$ cat src/rtl/pe_mode0_seq.sv
// Sequencer for one PE mode-0 pass: configure the PE, stream weights, stream a
// full fmap column followed by cfg_nslide shifted columns (one MAC pass per
// column), then drain the partial sums.
module pe_mode0_seq #(
    parameter int unsigned DATA_WIDTH = 16,
    parameter int unsigned PARA_WIDTH = 8,
    parameter int unsigned CNT_WIDTH  = 24
) (
    input  logic                  clk,
    input  logic                  rst,
    input  logic                  go,
    input  logic [PARA_WIDTH-1:0] cfg_S,
    input  logic [PARA_WIDTH-1:0] cfg_U,
    input  logic [PARA_WIDTH-1:0] cfg_q,
    input  logic [PARA_WIDTH-1:0] cfg_p,
    input  logic [PARA_WIDTH-1:0] cfg_nslide,
    input  logic [DATA_WIDTH-1:0] w_src_data,
    input  logic                  w_src_valid,
    output logic                  w_src_ready,
    input  logic [DATA_WIDTH-1:0] f_src_data,
    input  logic                  f_src_valid,
    output logic                  f_src_ready,
    input  logic                  fifo_full_filter,
    input  logic                  fifo_full_fmap,
    input  logic                  mac_finish,
    input  logic                  psum_out_valid,
    output logic                  start_config,
    output logic                  start_weight_load,
    output logic                  start_feature_load,
    output logic                  psum_out_start,
    output logic                  load_full_cloumn,
    output logic [DATA_WIDTH-1:0] weight_in,
    output logic [DATA_WIDTH-1:0] feature_in,
    output logic                  weight_in_en,
    output logic                  feature_in_en,
    output logic                  busy,
    output logic                  done,
    output logic                  cfg_err
);

    typedef enum logic [3:0] {
        StIdle, StCfg, StWStart, StWStream, StFStart,
        StFStream, StWaitMac, StPStart, StPDrain, StDone
    } state_e;

    state_e state_q, state_d;

    logic [PARA_WIDTH-1:0] s_q, u_q, q_q, p_q, nslide_q;
    logic [PARA_WIDTH-1:0] slide_cnt_q, p_cnt_q;
    logic [CNT_WIDTH-1:0]  w_cnt_q, f_cnt_q;
    logic                  load_full_q, cfg_err_q;

    logic [CNT_WIDTH-1:0]  nw, nf_full, nf_shift, f_target;
    logic                  cfg_bad, w_hs, f_hs, w_last, f_last, slide_more, p_last;

    // Operands are widened before multiplying so the products never truncate.
    assign nw       = CNT_WIDTH'(s_q) * CNT_WIDTH'(q_q) * CNT_WIDTH'(p_q);
    assign nf_full  = CNT_WIDTH'(s_q) * CNT_WIDTH'(q_q);
    assign nf_shift = CNT_WIDTH'(u_q) * CNT_WIDTH'(q_q);
    assign f_target = load_full_q ? nf_full : nf_shift;

    // Checked against the live inputs, since latching happens on the same edge.
    assign cfg_bad = (cfg_S == '0) || (cfg_U == '0) || (cfg_q == '0) || (cfg_p == '0);

    assign w_hs       = (state_q == StWStream) && w_src_valid && !fifo_full_filter;
    assign f_hs       = (state_q == StFStream) && f_src_valid && !fifo_full_fmap;
    assign w_last     = (w_cnt_q == nw - CNT_WIDTH'(1));
    assign f_last     = (f_cnt_q == f_target - CNT_WIDTH'(1));
    assign slide_more = (slide_cnt_q < nslide_q);
    assign p_last     = (p_cnt_q == p_q - PARA_WIDTH'(1));

    assign weight_in  = w_src_data;
    assign feature_in = f_src_data;

    // State register.
    always_ff @(posedge clk or posedge rst) begin
        if (rst) begin
            state_q <= StIdle;
        end else begin
            state_q <= state_d;
        end
    end

    // Next-state logic.
    always_comb begin
        state_d = state_q;
        unique case (state_q)
            StIdle:    if (go && !cfg_bad) state_d = StCfg;
            StCfg:     state_d = StWStart;
            StWStart:  state_d = StWStream;
            StWStream: if (w_hs && w_last) state_d = StFStart;
            StFStart:  state_d = StFStream;
            StFStream: if (f_hs && f_last) state_d = StWaitMac;
            StWaitMac: if (mac_finish) state_d = slide_more ? StFStart : StPStart;
            StPStart:  state_d = StPDrain;
            StPDrain:  if (psum_out_valid && p_last) state_d = StDone;
            StDone:    state_d = StIdle;
            default:   state_d = StIdle;
        endcase
    end

    // Moore pulses plus the combinational stream handshakes.
    always_comb begin
        start_config       = (state_q == StCfg);
        start_weight_load  = (state_q == StWStart);
        start_feature_load = (state_q == StFStart);
        psum_out_start     = (state_q == StPStart);
        done               = (state_q == StDone);
        busy               = (state_q != StIdle);
        w_src_ready        = (state_q == StWStream) && !fifo_full_filter;
        f_src_ready        = (state_q == StFStream) && !fifo_full_fmap;
        weight_in_en       = w_hs;
        feature_in_en      = f_hs;
        load_full_cloumn   = load_full_q;
        cfg_err            = cfg_err_q;
    end

    // Config latch and the error pulse raised on a rejected go.
    always_ff @(posedge clk or posedge rst) begin
        if (rst) begin
            s_q       <= '0;
            u_q       <= '0;
            q_q       <= '0;
            p_q       <= '0;
            nslide_q  <= '0;
            cfg_err_q <= 1'b0;
        end else begin
            cfg_err_q <= 1'b0;
            if (state_q == StIdle && go) begin
                s_q       <= cfg_S;
                u_q       <= cfg_U;
                q_q       <= cfg_q;
                p_q       <= cfg_p;
                nslide_q  <= cfg_nslide;
                cfg_err_q <= cfg_bad;
            end
        end
    end

    // Transfer, slide and psum counters plus the full-column flag.
    always_ff @(posedge clk or posedge rst) begin
        if (rst) begin
            w_cnt_q     <= '0;
            f_cnt_q     <= '0;
            slide_cnt_q <= '0;
            p_cnt_q     <= '0;
            load_full_q <= 1'b0;
        end else begin
            if (state_q == StCfg) begin
                w_cnt_q     <= '0;
                slide_cnt_q <= '0;
            end
            if (w_hs) begin
                w_cnt_q <= w_cnt_q + CNT_WIDTH'(1);
                if (w_last) load_full_q <= 1'b1;
            end
            if (state_q == StFStart) f_cnt_q <= '0;
            if (f_hs) f_cnt_q <= f_cnt_q + CNT_WIDTH'(1);
            if (state_q == StWaitMac && mac_finish && slide_more) begin
                slide_cnt_q <= slide_cnt_q + PARA_WIDTH'(1);
                load_full_q <= 1'b0;
            end
            if (state_q == StPStart) p_cnt_q <= '0;
            if (state_q == StPDrain && psum_out_valid) p_cnt_q <= p_cnt_q + PARA_WIDTH'(1);
            if (state_q == StDone) load_full_q <= 1'b0;
        end
    end

endmodule

$ cat config.mk
export PLATFORM = sky130hd
export DESIGN_NAME = pe_mode0_seq
export DESIGN_NICKNAME = d
export VERILOG_FILES = /design/src/rtl/pe_mode0_seq.sv
export SDC_FILE = /design/constraint.sdc
export NUM_CORES = 1
export LEC_CHECK = 0
export ABC_AREA = 1
export CORE_AREA = 8 8 224 226
export CTS_CLUSTER_DIAMETER = 150
export DETAILED_ROUTE_END_ITERATION = 10
export DIE_AREA = 0 0 232 234
export PLACE_DENSITY_LB_ADDON = 0.12
export SYNTH_ARGS = -nofsm -noshare
export SYNTH_HDL_FRONTEND = slang
export SYNTH_SLANG_ARGS = --single-unit
export TNS_END_PERCENT = 10
$ cat constraint.sdc
create_clock -name clk -period 11.7 [get_ports clk]
set_input_delay 1.17 -clock clk [delete_from_list [all_inputs] [get_ports clk]]
set_output_delay 1.17 -clock clk [all_outputs]
set_load 0.05 [all_outputs]
After elaboration in Yosys (flattened, before gate mapping)
Cells that the tools add are included.
{"block": "op_classes", "addsub": 7, "mul": 3, "order_cmp": 1, "n_eq_ne": 17, "muxes": 21, "n_reduce_logical": 34}
{"op": "$mux 24", "n": 4}
{"op": "$add 24x1->24 const B", "n": 2}
{"op": "$eq 24x24->1", "n": 2}
{"op": "$pmux 4 s9", "n": 1}
{"op": "$logic_not 8->1", "n": 4}
{"op": "$mul 8x8->16", "n": 2}
{"op": "$mux 8", "n": 4}
{"op": "$mul 16x8->24", "n": 1}
{"op": "$sub 24x1->24 const B", "n": 1}
{"op": "$mux 4", "n": 5}
{"op": "$sub 16x1->17 const B", "n": 1}
{"op": "$add 8x1->8 const B", "n": 2}
{"op": "$eq 4x3->1 const B", "n": 4}
{"op": "$mux 16", "n": 1}
{"op": "$logic_and 1x1->1", "n": 14}
{"op": "$eq 4x2->1 const B", "n": 2}
{"op": "$eq 4x4->1 const B", "n": 2}
{"op": "$eq 8x8->1", "n": 1}
{"op": "$lt 8x8->1", "n": 1}
{"op": "$reduce_bool 2->1", "n": 4}
{"op": "$sub 8x1->8 const B", "n": 1}
{"op": "$ne 2x2->1 const B", "n": 3}
{"op": "$reduce_bool 3->1", "n": 2}
{"op": "$mux 1", "n": 5}
{"op": "other kinds (9)", "n": 14}
{"block": "totals", "reg_bits": 110, "input_bits": 81, "output_inout_bits": 44, "word_cells": 95}

Depth between registers and ports, before layout
Gate-level depths: netlist of the first run.
{"block": "depth", "ltp_word": 8, "ltp_mapped": 45, "depth_no_buf": 43}

Worst setup path before layout of the first run
No wires, ideal clock.
{"block": "synth_path", "kind": "register to register", "start": "reg q_q[7]", "end": "reg state_q[0]", "arrival_time_ns": 8.219, "required_ns": 11.583, "path_slack_ns": 3.364, "stages_incl_launch_ff": 40, "path_buffers": 2, "path_cell_list": "dfrtp_1 clkbuf_1 clkbuf_1 nand2_1 fa_1 fa_1 fa_1 inv_1 fa_1 ha_1 nand2_1 inv_1 a21oi_1 nand2_1 nand2_1 nand2_1 nand2_1 nand2_1 [4 not listed] fa_1 fa_1 fa_1 inv_1 ha_1 nand2_1 nor4_1 nand2_1 nand2_1 xnor3_1 nor2_1 nand3b_1 nor2_1 nand3_1 a21oi_1 nand2_2 nand2_1 nand2_1"}
{"block": "synth_between", "elab_chain_cells": 7, "word_cells_on_any_way": 13}
{"item": "from (decl)", "line": "48", "source": "logic [PARA_WIDTH-1:0] s_q, u_q, q_q, p_q, nslide_q;"}
{"item": "from (signal assigned)", "line": "132", "source": "q_q <= cfg_q;"}
{"item": "$mul 8x8->16, on equally long branches", "line": "57, 58, 59"}
{"item": "$mul 16x8->24 or $mux 16 (tied branches)", "line": "57, 60"}
{"item": "$sub 24x1->24 or $sub 16x1->17 (tied branches)", "line": "67, 68"}
{"item": "$eq 24x24->1, on equally long branches", "line": "67, 68"}
{"item": "$logic_and 1x1->1, on equally long branches", "line": "91, 93"}
{"item": "$ne 2x1->1 (no line)"}
{"item": "$reduce_and 5->1 (no line) *"}
{"item": "to (signal assigned)", "line": "78", "source": "state_q <= StIdle;"}
{"item": "to (signal assigned)", "line": "80", "source": "state_q <= state_d;"}
{"item": "to (decl)", "line": "46", "source": "state_e state_q, state_d;"}
Mark *: on every way between the ends. The rest lies on a longest branch, timed or not.
A chain may end at the register's enable or synchronous reset.

Worst setup path after layout of the first run
{"block": "layout_path", "start": "reg q_q[2]", "end": "reg state_q[1]"}
Same word-level chain as after synthesis.

==> run metrics, run 1 <==
status complete, no violations; Post-CTS Setup Bufs 0; RSZ-0062 raised after global routing false; Core ar. 0.0468 mm^2; DRT Wirelength 43,300 um; DR vias 13,600; CTS H-tree lvls 3; number of enable flip-flop cells after synthesis 0; Post-synth top cells nand2_1 (593), inv_1 (507), nor2_1 (169); die area 0.0543 mm^2; routed len/inst 15.1 um; clock transition at the registers of the reported paths 0.09 ns; initial core utilization 34.3%; Area contributors post-synth fa_1 (20%), dfrtp_1 (17%), nand2_1 (14%); skew final 0.0214 ns; max incr delay on CP 0.64 ns; final hold vios 0; Req. time, crit path 11.98 ns; initial antenna violation count 0; PortBufs 60; worst slew pin tran 0.887 ns; crit share post-route 79.6%; Slowest-stage cell, CP dfrtp_1; Mapped Nets 2,649; mapped cell area 0.0161 mm^2; clk root buf clkbuf_16; fin. max-slew vios 0; largest net degree at the start of global routing 62; synth-to-layout area growth 7.70%; row count 80; number of antenna repair diodes 0; largest area contributor in the netlist fa_1; vias in the first global route 14,200; relative slew slack 40.9%; DR iter-0 viols 807; minimum clock period 9.31 ns; count leader, synth nand2_1; fraction of layout cells with a size suffix above 1 2.89%; die height 234 um; Detailed Place HPWL 35,900 um; # DRC 0; CTS sink cnt 110; maxcap violations 0; insertion delay to the later sink of the worst-skew pair 0.40 ns; fraction of registers with async set/reset 100%; Ports 125; first-pass iteration count of the detailed router 5; total CTS buffers 9; Die Wd 232 um; setup TNS 0 ns; RD Place Congestion 0.870; register area share after synthesis 17.1%; final-stage net count 2,628; endpoints failing setup 0; CP Data Arrival Time 9.59 ns; cell repeated most along the worst path fa_1; Vias/cell 4.75; Fillers 5,058; CTS tree done; post-CTS sizing 0; hold buffer count at cts 0; Hold WC Path Type flip-flop to flip-flop; Ys Warns 0; Syn Inst Count 2,267; crit end category flip-flop; syn_area_per_cell 7.09 um^2; CP max FO 17; element type at the critical path start flip-flop; remaining antenna violation count 0; register bit count reported by yosys 110; Distinct cells, synth 46; ys flop type dfrtp_1; kind of critical path flip-flop to flip-flop; grt ovf 0; Yosys top cell area share 20.1%; global-route wire length before repair 73,400 um; CTS Buffer Depth 2; Max Clk Rate 107 MHz; total track usage 16.9%
layout by cell type, fill, tap and decap left out, drive strengths merged:
master         instances
nor4b                  1
o21ai                 55
o31a                   1
dfrtp                110
nand2                600
nand4                 25
a32oi                  1
nand3b                 6
a22oi                  5
a21oi                 87
a31oi                  9
o211ai                 2
o22ai                 11
buf                    4
mux2                   9
mux2i                  7
nor3b                  1
o21a                   2
xnor3                  3
ha                   140
nor4                   9
nor3                  19
clkinv                 2
clkbuf                 9
xnor2                 27
nor2                 184
inv                  517
clkdlybuf4s50         60
o21bai                 2
xor2                  42
o32ai                  4
a21boi                 4
a21o                   2
fa                   161
or2                    3
nand3                127
worst max-delay path: cells and delay by family (launching register included):
family | cells | cell delay [ns]
adders and majority gates | 10 | 4.73
and+or+nand+nor | 16 | 2.41
AOI/OAI and AO/OA | 3 | 0.88
DFF | 1 | 0.64
buffers and inverters | 5 | 0.38
xor gates and xnor gates | 1 | 0.15
worst paths after layout:
check | start | end | slack [ns] | cells past startpoint
worst max-delay path | q_q[2] | state_q[1] | 2.39 | 35
worst min-delay path | p_cnt_q[7] | p_cnt_q[7] | 0.52 | 1
worst max register to register | q_q[2] | state_q[1] | 2.39 | 35
worst min register to register | p_cnt_q[7] | p_cnt_q[7] | 0.52 | 1
max in group asynchronous | rst | q_q[0] | 9.19 | 3
min in group asynchronous | rst | nslide_q[0] | 1.20 | 2
metrics by stage:
stage               hold WS (ns)  cell area [um^2]  util (%)  cells  setup slack, ns
floorplan                  0.459             16100         -   2267             3.36
global placement           0.504             17000      36.3   2850             2.59
detailed placement         0.513             17000      36.3   2850             2.53
CTS                        0.530             17300      37.0   2866             2.50
global route               0.552             17300      37.0   2866             1.78
finish                     0.518             17300      37.0   2866             2.39
layer usage:
metal	up-vias	GRT usage [%]	share of wire, %
li1	6809	-	-
met1	6515	22.3	47
met2	247	28.7	47
met3	33	2.96	4.6
met4	0	3.42	1.2
met5	-	0	0
state kept, by name (all words and copies together), names as in the netlist:
signal and cells:
p_cnt_q 8, load_full_cloumn 1, p_q 8, s_q 8, q_q 8, slide_cnt_q 8, cfg_err 1, w_cnt_q 24
state_q 4, f_cnt_q 24, nslide_q 8, u_q 8
logic make-up after synthesis:
group	count (synthesis)	share of synthesized area (%)
and+or+nand+nor	975	25.3
buffers and inverters	608	15.0
adders and majority gates	301	30.9
AOI/OAI and AO/OA	185	6.32
DFF	110	17.1
xor gates and xnor gates	72	4.18
muxes	16	1.07
final cells by class:
cell class / instances / area (um^2) / share of cell area [%]
multi-input combinational: 1549 / 10900 / 63.0
sequential: 110 / 2750 / 15.9
inverter: 512 / 1920 / 11.1
tap: 615 / 769 / 4.44
timing repair buffer: 64 / 631 / 3.64
clock buffer: 9 / 225 / 1.30
clock inverter: 7 / 98.8 / 0.571
Power of run 1 is left out: the tool's default activity adds up to more than one toggle a clock period on the data nets, which glitch-free logic cannot reach.
==> run 2: changes to the inputs <==
==> constraint.sdc (replaced) <==
create_clock -name clk -period 8.17 [get_ports clk]
set_input_delay 0.817 -clock clk [delete_from_list [all_inputs] [get_ports clk]]
set_output_delay 0.817 -clock clk [all_outputs]
set_load 0.05 [all_outputs]
==> run 2 against run 1 <==
Compared with the run above:
- worst setup slack worse by 2.3 ns
- wire length up 6.2%
- final area up 8.3%
- die area unchanged
- sequential share of layout area down 1.2 points
- clock skew down 0.0058 ns
- critical path depth up 5
- highest routed layer unchanged
- utilization up 3.1 points
- final cell count up 4.2%
- hold slack worse by 0.0031 ns
- sequential cell count unchanged
- clock-buffer cell count up 2
==> run metrics, run 2 (same netlist as run 1, synthesis figures left out) <==
status complete, no violations (unchanged); max incr delay on CP 0.55 ns (was 0.64 ns); RSZ-0062 raised after global routing true (was false); routed len/inst 15.4 um (was 15.1 um); Placed Cells 2,963 (was 2,850); Req. time, crit path 8.45 ns (was 11.98 ns); DR top layer met4 (unchanged); total track usage 17.9% (was 16.9%); fin. max-slew vios 0 (unchanged); Core ar. 0.0468 mm^2 (unchanged); final hold vios 0 (unchanged); Fillers 4,934 (was 5,058); worst path bufs/invs 10 (was 5); total CTS buffers 9 (unchanged); global-route wire length before repair 77,400 um (was 73,400 um); remaining antenna violation count 0 (unchanged); setup TNS 0 ns (unchanged); row count 80 (unchanged); grt ovf 0 (unchanged); hold buffer count at cts 0 (unchanged); Vias/cell 4.74 (was 4.75); Max Clk Rate 124 MHz (was 107 MHz); fraction of layout cells with a size suffix above 1 12.4% (was 2.89%); Ports 125 (unchanged); # DRC 0 (unchanged); crit share post-route 98.3% (was 79.6%); insertion delay to the later sink of the worst-skew pair 0.40 ns (about the same); skew final 0.0156 ns (was 0.0214 ns); crit end category flip-flop (unchanged); clock transition at the registers of the reported paths 0.09 ns (about the same); most common cell after layout, fill and taps aside nand2_1 (unchanged); clk root buf clkbuf_16 (unchanged); DR iter-0 viols 682 (was 807); endpoints failing setup 0 (unchanged); relative slew slack 44.2% (was 40.9%); first-pass iteration count of the detailed router 5 (unchanged); synth-to-layout area growth 16.6% (was 7.70%); kind of critical path flip-flop to flip-flop (unchanged); DRT Wirelength 46,000 um (was 43,300 um); Detailed Place HPWL 37,400 um (was 35,900 um); RD Place Congestion 0.867 (was 0.870); die height 234 um (unchanged); largest registers f_cnt_q: 24 flops, w_cnt_q: 24 flops (unchanged); r2r setup slk 0.14 ns (was 2.39 ns); CP delay by family, top adder cells (unchanged); CTS sink cnt 110 (unchanged); Met3 Routed Length 2570 um (was 2010 um); minimum clock period 8.03 ns (was 9.31 ns); CTS H-tree lvls 3 (unchanged); Layout Cells excl Fill 2,987 (was 2,866); maxcap violations 0 (unchanged); largest net degree at the start of global routing 59 (was 62); die area 0.0543 mm^2 (unchanged); CTS tree done (unchanged); Die Wd 232 um (unchanged); initial core utilization 34.3% (unchanged); DR vias 14,100 (was 13,600); element type at the critical path start flip-flop (unchanged); final-stage net count 2,749 (was 2,628); most frequent cells in the layout nand2_1 (565), inv_1 (499), fa_1 (161) (was nand2_1 (593), inv_1 (506), nor2_1 (169)); CP max FO 6 (was 17); initial antenna violation count 0 (unchanged); CTS Buffer Depth 2 (unchanged); PortBufs 60 (unchanged); vias in the first global route 14,900 (was 14,200); number of antenna repair diodes 0 (unchanged); cell repeated most along the worst path fa_1 (unchanged); Met2 Routed Length 20,100 um (was 20,400 um); Hold WC Path Type flip-flop to flip-flop (unchanged); worst slew pin tran 0.837 ns (was 0.887 ns); Slowest-stage cell, CP fa_1 (was dfrtp_1); routed length on met1 22,400 um (was 20,400 um); CP Data Arrival Time 8.32 ns (was 9.59 ns)
[run 2: worst paths after layout]
kind	from	to	cells past startpoint
max	s_q[4]	state_q[0]	40
min	nslide_q[0]	nslide_q[0]	1
max reg2reg	s_q[4]	state_q[0]	40
min reg2reg	nslide_q[0]	nslide_q[0]	1
max in group asynchronous	rst	w_cnt_q[1]	3
min in group asynchronous	rst	f_cnt_q[17]	2
[run 2: routing by layer]
layer	vias up	track usage, %
li1	7043	-
met2	266	28.0
met4	0	4.94
met3	48	3.87
met1	6788	24.7
met5	-	0
[run 2: cell type report]
class | instances | area [um^2] | share of cell area, %
clock inverter | 5 | 41.3 | 0.220
inverter | 512 | 1920 | 10.3
multi-input combinational | 1549 | 11500 | 61.1
tap | 615 | 769 | 4.10
timing repair buffer | 185 | 1550 | 8.27
sequential | 110 | 2760 | 14.7
clock buffer | 11 | 243 | 1.29
[run 2: stage by stage]
step                util, %  worst slack, ns  hold slack [ns]  area [um^2]
floorplan                 -          0.00506            0.459        16100
global placement       38.1           -0.269            0.500        17800
detailed placement     38.1           -0.322            0.504        17800
CTS                    39.5          0.00230            0.525        18500
global route           40.0           -0.317            0.533        18700
finish                 40.0            0.135            0.515        18700
[run 2: repair_timing]
item | in CTS | in global routing
endpoints found under the setup margin | 4 | 4
gates resized for setup | 77 | 54
pin swaps | 41 | 35
gates cloned | 0 | 0
buffers inserted | 5 | 3
Power of run 2 is left out for the same reason.
==> run 3: changes to the inputs <==
--- a/config.mk
+++ b/config.mk
@@ -11,6 +11,7 @@
 export DETAILED_ROUTE_END_ITERATION = 10
 export DIE_AREA = 0 0 232 234
 export PLACE_DENSITY_LB_ADDON = 0.12
+export RECOVER_POWER = 50
 export SYNTH_ARGS = -nofsm -noshare
 export SYNTH_HDL_FRONTEND = slang
 export SYNTH_SLANG_ARGS = --single-unit
==> run 3 against run 2 <==
Compared with the run above:
- the flow now finishes with violations (capacitance limit, slew limit)
- register-to-register slack is essentially flat
- global-route usage is the same
- worst setup slack gained 0.0018 ns
- die area is the same
- sequential share of layout area is essentially flat
- clock-buffer cell count is the same
- non-clock buffer count is the same
- via count is essentially flat
- hold slack is essentially flat
- wire length is essentially flat
==> run metrics, run 3 (same netlist as run 1, synthesis figures left out) <==
most common cell after layout, fill and taps aside nand2_1 (unchanged); insertion delay to the later sink of the worst-skew pair 0.40 ns (about the same); endpoints failing setup 0 (unchanged); kind of critical path flip-flop to flip-flop (unchanged); Fillers 4,937 (was 4,934); Req. time, crit path 8.45 ns (about the same); crit end category flip-flop (unchanged); RD Place Congestion 0.867 (unchanged); maxcap violations 2 (was 0); Hold WC Path Type flip-flop to flip-flop (unchanged); first-pass iteration count of the detailed router 5 (unchanged); # DRC 0 (unchanged); synth-to-layout area growth 16.5% (was 16.6%); cell repeated most along the worst path fa_1 (unchanged); worst slew pin tran 2.96 ns (was 0.837 ns); relative slew slack -98.3% (was 44.2%); failing checks capacitance limit, slew limit; largest net degree at the start of global routing 59 (unchanged); fin. max-slew vios 117 (was 0); Die Wd 232 um (unchanged); global-route wire length before repair 77,400 um (unchanged); Core ar. 0.0468 mm^2 (unchanged); total track usage 17.9% (unchanged); Max Clk Rate 124 MHz (about the same); CTS sink cnt 110 (unchanged); DR iter-0 viols 677 (was 682); CP Data Arrival Time 8.32 ns (about the same); PortBufs 60 (unchanged); hold buffer count at cts 0 (unchanged); die area 0.0543 mm^2 (unchanged); largest registers f_cnt_q: 24 flops, w_cnt_q: 24 flops (unchanged); WHS 0.515 ns (about the same); minimum clock period 8.03 ns (about the same); CTS Buffer Depth 2 (unchanged); HP Start nslide_q[0] (unchanged); Crit. Startpoint s_q[4] (unchanged); CP max FO 6 (unchanged); final hold vios 0 (unchanged); vias in the first global route 14,900 (unchanged); grt ovf 0 (unchanged); final-stage net count 2,749 (unchanged); CTS H-tree lvls 3 (unchanged); RSZ-0062 raised after global routing true (unchanged); Ports 125 (unchanged); CTS tree done (unchanged); DRT Wirelength 46,100 um (was 46,000 um); post-place setup slack -0.322 ns (unchanged); DR vias 14,100 (about the same); Detailed Place HPWL 37,400 um (unchanged); clk root buf clkbuf_16 (unchanged); max incr delay on CP 0.55 ns (about the same); clock transition at the registers of the reported paths 0.09 ns (about the same); Worst Setup Slack, final 0.137 ns (was 0.135 ns); die height 234 um (unchanged); RR Startpoint s_q[4] (unchanged); row count 80 (unchanged); total CTS buffers 9 (unchanged); setup TNS 0 ns (unchanged); crit share post-route 98.3% (about the same); initial core utilization 34.3% (unchanged); status complete, but fails checks (was complete, no violations); remaining antenna violation count 0 (unchanged); utilization after layout 40.0% (about the same); initial antenna violation count 0 (unchanged); Slowest-stage cell, CP fa_1 (unchanged); number of antenna repair diodes 0 (unchanged); element type at the critical path start flip-flop (unchanged); r2r setup slk 0.14 ns (about the same); fraction of layout cells with a size suffix above 1 12.1% (was 12.4%); skew final 0.0156 ns (about the same); routed len/inst 15.4 um (about the same); Vias/cell 4.73 (was 4.74); most frequent cells in the layout nand2_1 (566), inv_1 (500), fa_1 (161) (was nand2_1 (565), inv_1 (499), fa_1 (161))
==> run 3: changes by cell type in the layout (fill, tap and decap cells not counted), sizes merged <==
cell,change
clkdlybuf4s50,-2
clkbuf,+1
clkinvlp,+1
dlygate4sd3,+2
inv,-1
buf,-1
==> run 3: per-layer routing <==
layer	share of wire, %	wire length, um	GRT usage (%)	vias up
li1	-	-	-	7041
met1	49	22500	24.7	6780
met2	44	20100	28.0	270
met3	5.5	2530	3.87	48
met4	1.9	891	4.94	0
met5	0	0	0	-
==> run 3: repair_timing <==
| item | in CTS | in global routing |
|---|---|---|
| buffers inserted | 5 | 3 |
| pin swaps | 41 | 35 |
| setup endpoints to repair | 4 | 4 |
| resized for setup | 77 | 54 |
==> run 3: worst max-delay path, delay by kind of cell, from the launching register on <==
family          cells  cell delay, ns
compound gates      3            0.46
fa+ha+maj          10            4.58
buf+inv            10            0.80
flops               1            0.46
simple gates       17            1.57
==> run 3: worst paths after layout <==
| path | to | depth (start not counted) |
|---|---|---|
| setup / recovery | state_q[0] | 40 |
| setup reg to reg | state_q[0] | 40 |
| hold / removal | nslide_q[0] | 1 |
| min in group asynchronous | f_cnt_q[8] | 2 |
| max in group asynchronous | w_cnt_q[1] | 3 |
| hold reg to reg | nslide_q[0] | 1 |
==> run 3: cell type report <==
class | count | area, um^2 | area share [%]
sequential | 110 | 2760 | 14.7
clock buffer | 11 | 243 | 1.30
clock inverter | 5 | 41.3 | 0.220
inverter | 512 | 1920 | 10.3
tap | 615 | 769 | 4.11
multi-input combinational | 1549 | 11500 | 61.1
timing repair buffer | 185 | 1550 | 8.26
==> run 3: stage by stage <==
step	instance area, um^2	std cells
final	18700	2987
after global routing	18700	2987
after CTS	18500	2984
after detailed placement	17800	2963
after global placement	17800	2963
after floorplan	16100	2267
Power of run 3 is left out for the same reason.
==> edit (settings of run 3) <==
Register the input `cfg_nslide` before use. The logic sees it one clock later. The other inputs are not delayed to match.
--- a/src/rtl/pe_mode0_seq.sv
+++ b/src/rtl/pe_mode0_seq.sv
@@ -43,4 +43,10 @@
         StFStream, StWaitMac, StPStart, StPDrain, StDone
     } state_e;
+
+    logic [PARA_WIDTH-1:0] cfg_nslide_q;
+
+    always_ff @(posedge clk) begin
+        cfg_nslide_q <= cfg_nslide;
+    end
 
     state_e state_q, state_d;
@@ -132,5 +138,5 @@
                 q_q       <= cfg_q;
                 p_q       <= cfg_p;
-                nslide_q  <= cfg_nslide;
+                nslide_q  <= cfg_nslide_q;
                 cfg_err_q <= cfg_bad;
             end
Check against the original RTL: not equivalent (Yosys sat finds a counterexample within 10 cycles, from zero or initial values and one cycle with rst high).
==> edit against run 3 <==
  * The flow still finishes with violations (capacitance limit, slew limit)
  * Synthesized area rose by 3.3%
  * Setup slack improved by 0.051 ns
  * Synthesized cell count increased by 4.2%
  * Clock skew is 0.0028 ns lower
  * Final cell count is 3.8% higher
  * Cell area up 4.3%
  * Via count increased by 3.7%
  * Routed wire length decreased by 3.6%
  * Die area unchanged
  * Sequential cell count increased by 8
  * Critical endpoint is now state_q[1]$_DFFE_PP0P_
  * Largest cell class unchanged
Power is not shown: default switching activity piles up to over one toggle a cycle in this logic, so the estimate is an artifact.
==> edit: results (changes against run 3) <==
Finished Layout Cells: 3101 (was 2987)
Post-synth cell types: 55 (was 46)
Seq/Total Area, Yosys: 0.1754 (was 0.1712)
Largest net degree at the start of global routing: 67 (was 59)
Initial core utilization: 0.3545 (was 0.3431)
First-pass GRT wire length: 76560 um (was 77430 um)
Layout cells sized above 1: 0.1380 (was 0.1210)
Tot GR Track Use: 0.1745 (was 0.1788)
CP peak stage delay: 0.57 ns (was 0.55 ns)
Filler cells: 4914 (was 4937)
Met2 usage: 0.2976 (was 0.2797)
DR vias/cell: 4.727 (was 4.734)
Fin nets: 2855 (was 2749)
Synth Area in Compound Gates: 0.06028 (was 0.06321)
Avg Cell Area, Syn: 7.030 um2 (was 7.091 um2)
Final HPWL DP: 37080 um (was 37400 um)
DRT Pass-1 Iters: 7 (was 5)
Initial DRC Count: 776 (was 677)
Max Cap Viol: 1 (was 2)
Met3 usage in global routing: 0.03181 (was 0.03871)
RD Place Congestion: 0.9108 (was 0.8672)
Outcome: complete, but fails checks (unchanged)
Final wirelength: 44390 um (was 46060 um)
Grt ovf: 0 (unchanged)
Clk_lat worst skew: 0.46 ns (was 0.40 ns)
Fraction of registers with async set/reset: 0.9322 (was 1.000)
Skew final: 0.01271 ns (was 0.01555 ns)
Synth area leaders: fa_1, dfrtp_1, nand2_1, inv_1, ha_1 (unchanged)
Post-synth net total: 2744 (was 2649)
Grt met1 use: 0.2267 (was 0.2469)
YS warnings: 0 (unchanged)
Xor/xnor share of the synthesized area: 0.02984 (was 0.04180)
Worst-Margin Slew: 2.194 ns (was 2.959 ns)
Clock slew at reported path FFs: 0.06 ns (was 0.09 ns)
Family with the most delay on the worst path: adder cells (unchanged)
Cts bufs inserted: 17 (was 9)
Mux share of post-synthesis cell area: 0.01228 (was 0.01066)
Failing checks: capacitance limit, slew limit (unchanged)
Crit path max fanout: 5 (was 6)
Vias in the first global route: 15490 (was 14890)
Final Max Tran Viols: 46 (was 117)
Post-Synth Adder-Cell Area: 0.2996 (was 0.3095)
[edit: cell count changes after synthesis, moves of 4 or more]
cell / delta
xor2_1: -11
inv_2: +5
nand3_1: +18
nor3_1: +6
o22ai_1: -6
nand2_1: +58
dfxtp_1: +8
nor2_4: +4
nor2_1: -6
nand2_2: +7
nand4_1: +5
xnor2_1: -4
[edit: worst min-delay path, cell delays in order, from the launching register on]
cell and delay (ns):
dfxtp_1 0.30, nor2_1 0.09, a21oi_1 0.04
[edit: per-layer routing]
layer | part of all wire | vias to the layer above
met5 | 0 | -
met4 | 0.017 | 0
li1 | - | 7400
met3 | 0.037 | 48
met2 | 0.48 | 208
met1 | 0.47 | 7002
[edit: kinds of logic after synthesis]
| kind of cell | count (synthesis) |
|---|---|
| adders and majority gates | 301 |
| DFF | 118 |
| xor gates and xnor gates | 55 |
| AOI/OAI and AO/OA | 179 |
| buffers and inverters | 619 |
| muxes | 19 |
| and+or+nand+nor | 1071 |
[edit: worst paths after layout]
check / end / depth (start not counted) / slack, ns / start
max in group asynchronous: s_q[6]$_DFFE_PP0P_ / 3 / 5.10 / rst
min reg2reg: nslide_q[6]$_DFFE_PP0P_ / 2 / 0.47 / cfg_nslide_q[6]$_DFF_P_
max: state_q[1]$_DFFE_PP0P_ / 38 / 0.19 / q_q[2]$_DFFE_PP0P_
min: nslide_q[6]$_DFFE_PP0P_ / 2 / 0.47 / cfg_nslide_q[6]$_DFF_P_
min in group asynchronous: s_q[7]$_DFFE_PP0P_ / 2 / 1.38 / rst
max reg2reg: state_q[1]$_DFFE_PP0P_ / 38 / 0.19 / q_q[2]$_DFFE_PP0P_
[edit: cell type report]
class                      count  share of cell area
sequential                   118              0.1496
timing repair buffer         189             0.08250
inverter                     522              0.1006
clock inverter                15            0.006533
clock buffer                  17             0.02178
tap                          615             0.03939
multi-input combinational   1625              0.5996
[edit: timing repair]
action	CTS	global route
hold endpoints to repair	0	0
setup buffers	4	7
pin swaps	9	48
hold buffers	0	0
gates cloned	0	0
resized for setup	52	86
setup endpoints to repair	4	4
[edit: per-stage QoR]
| stage | setup slack, ns | util | instance area (um2) | hold slack, ns |
|---|---|---|---|---|
| 6_report | 0.1879 | 0.4170 | 19530 | 0.4659 |
| 5_1_grt | -0.2581 | 0.4170 | 19530 | 0.4884 |
| 4_1_cts | 0.002634 | 0.4091 | 19160 | 0.4754 |
| 3_5_place_dp | -0.2692 | 0.3921 | 18370 | 0.4599 |
| 3_3_place_gp | -0.2181 | 0.3921 | 18370 | 0.4592 |
| 2_1_floorplan | 0.08317 | - | 16600 | 0.4401 |
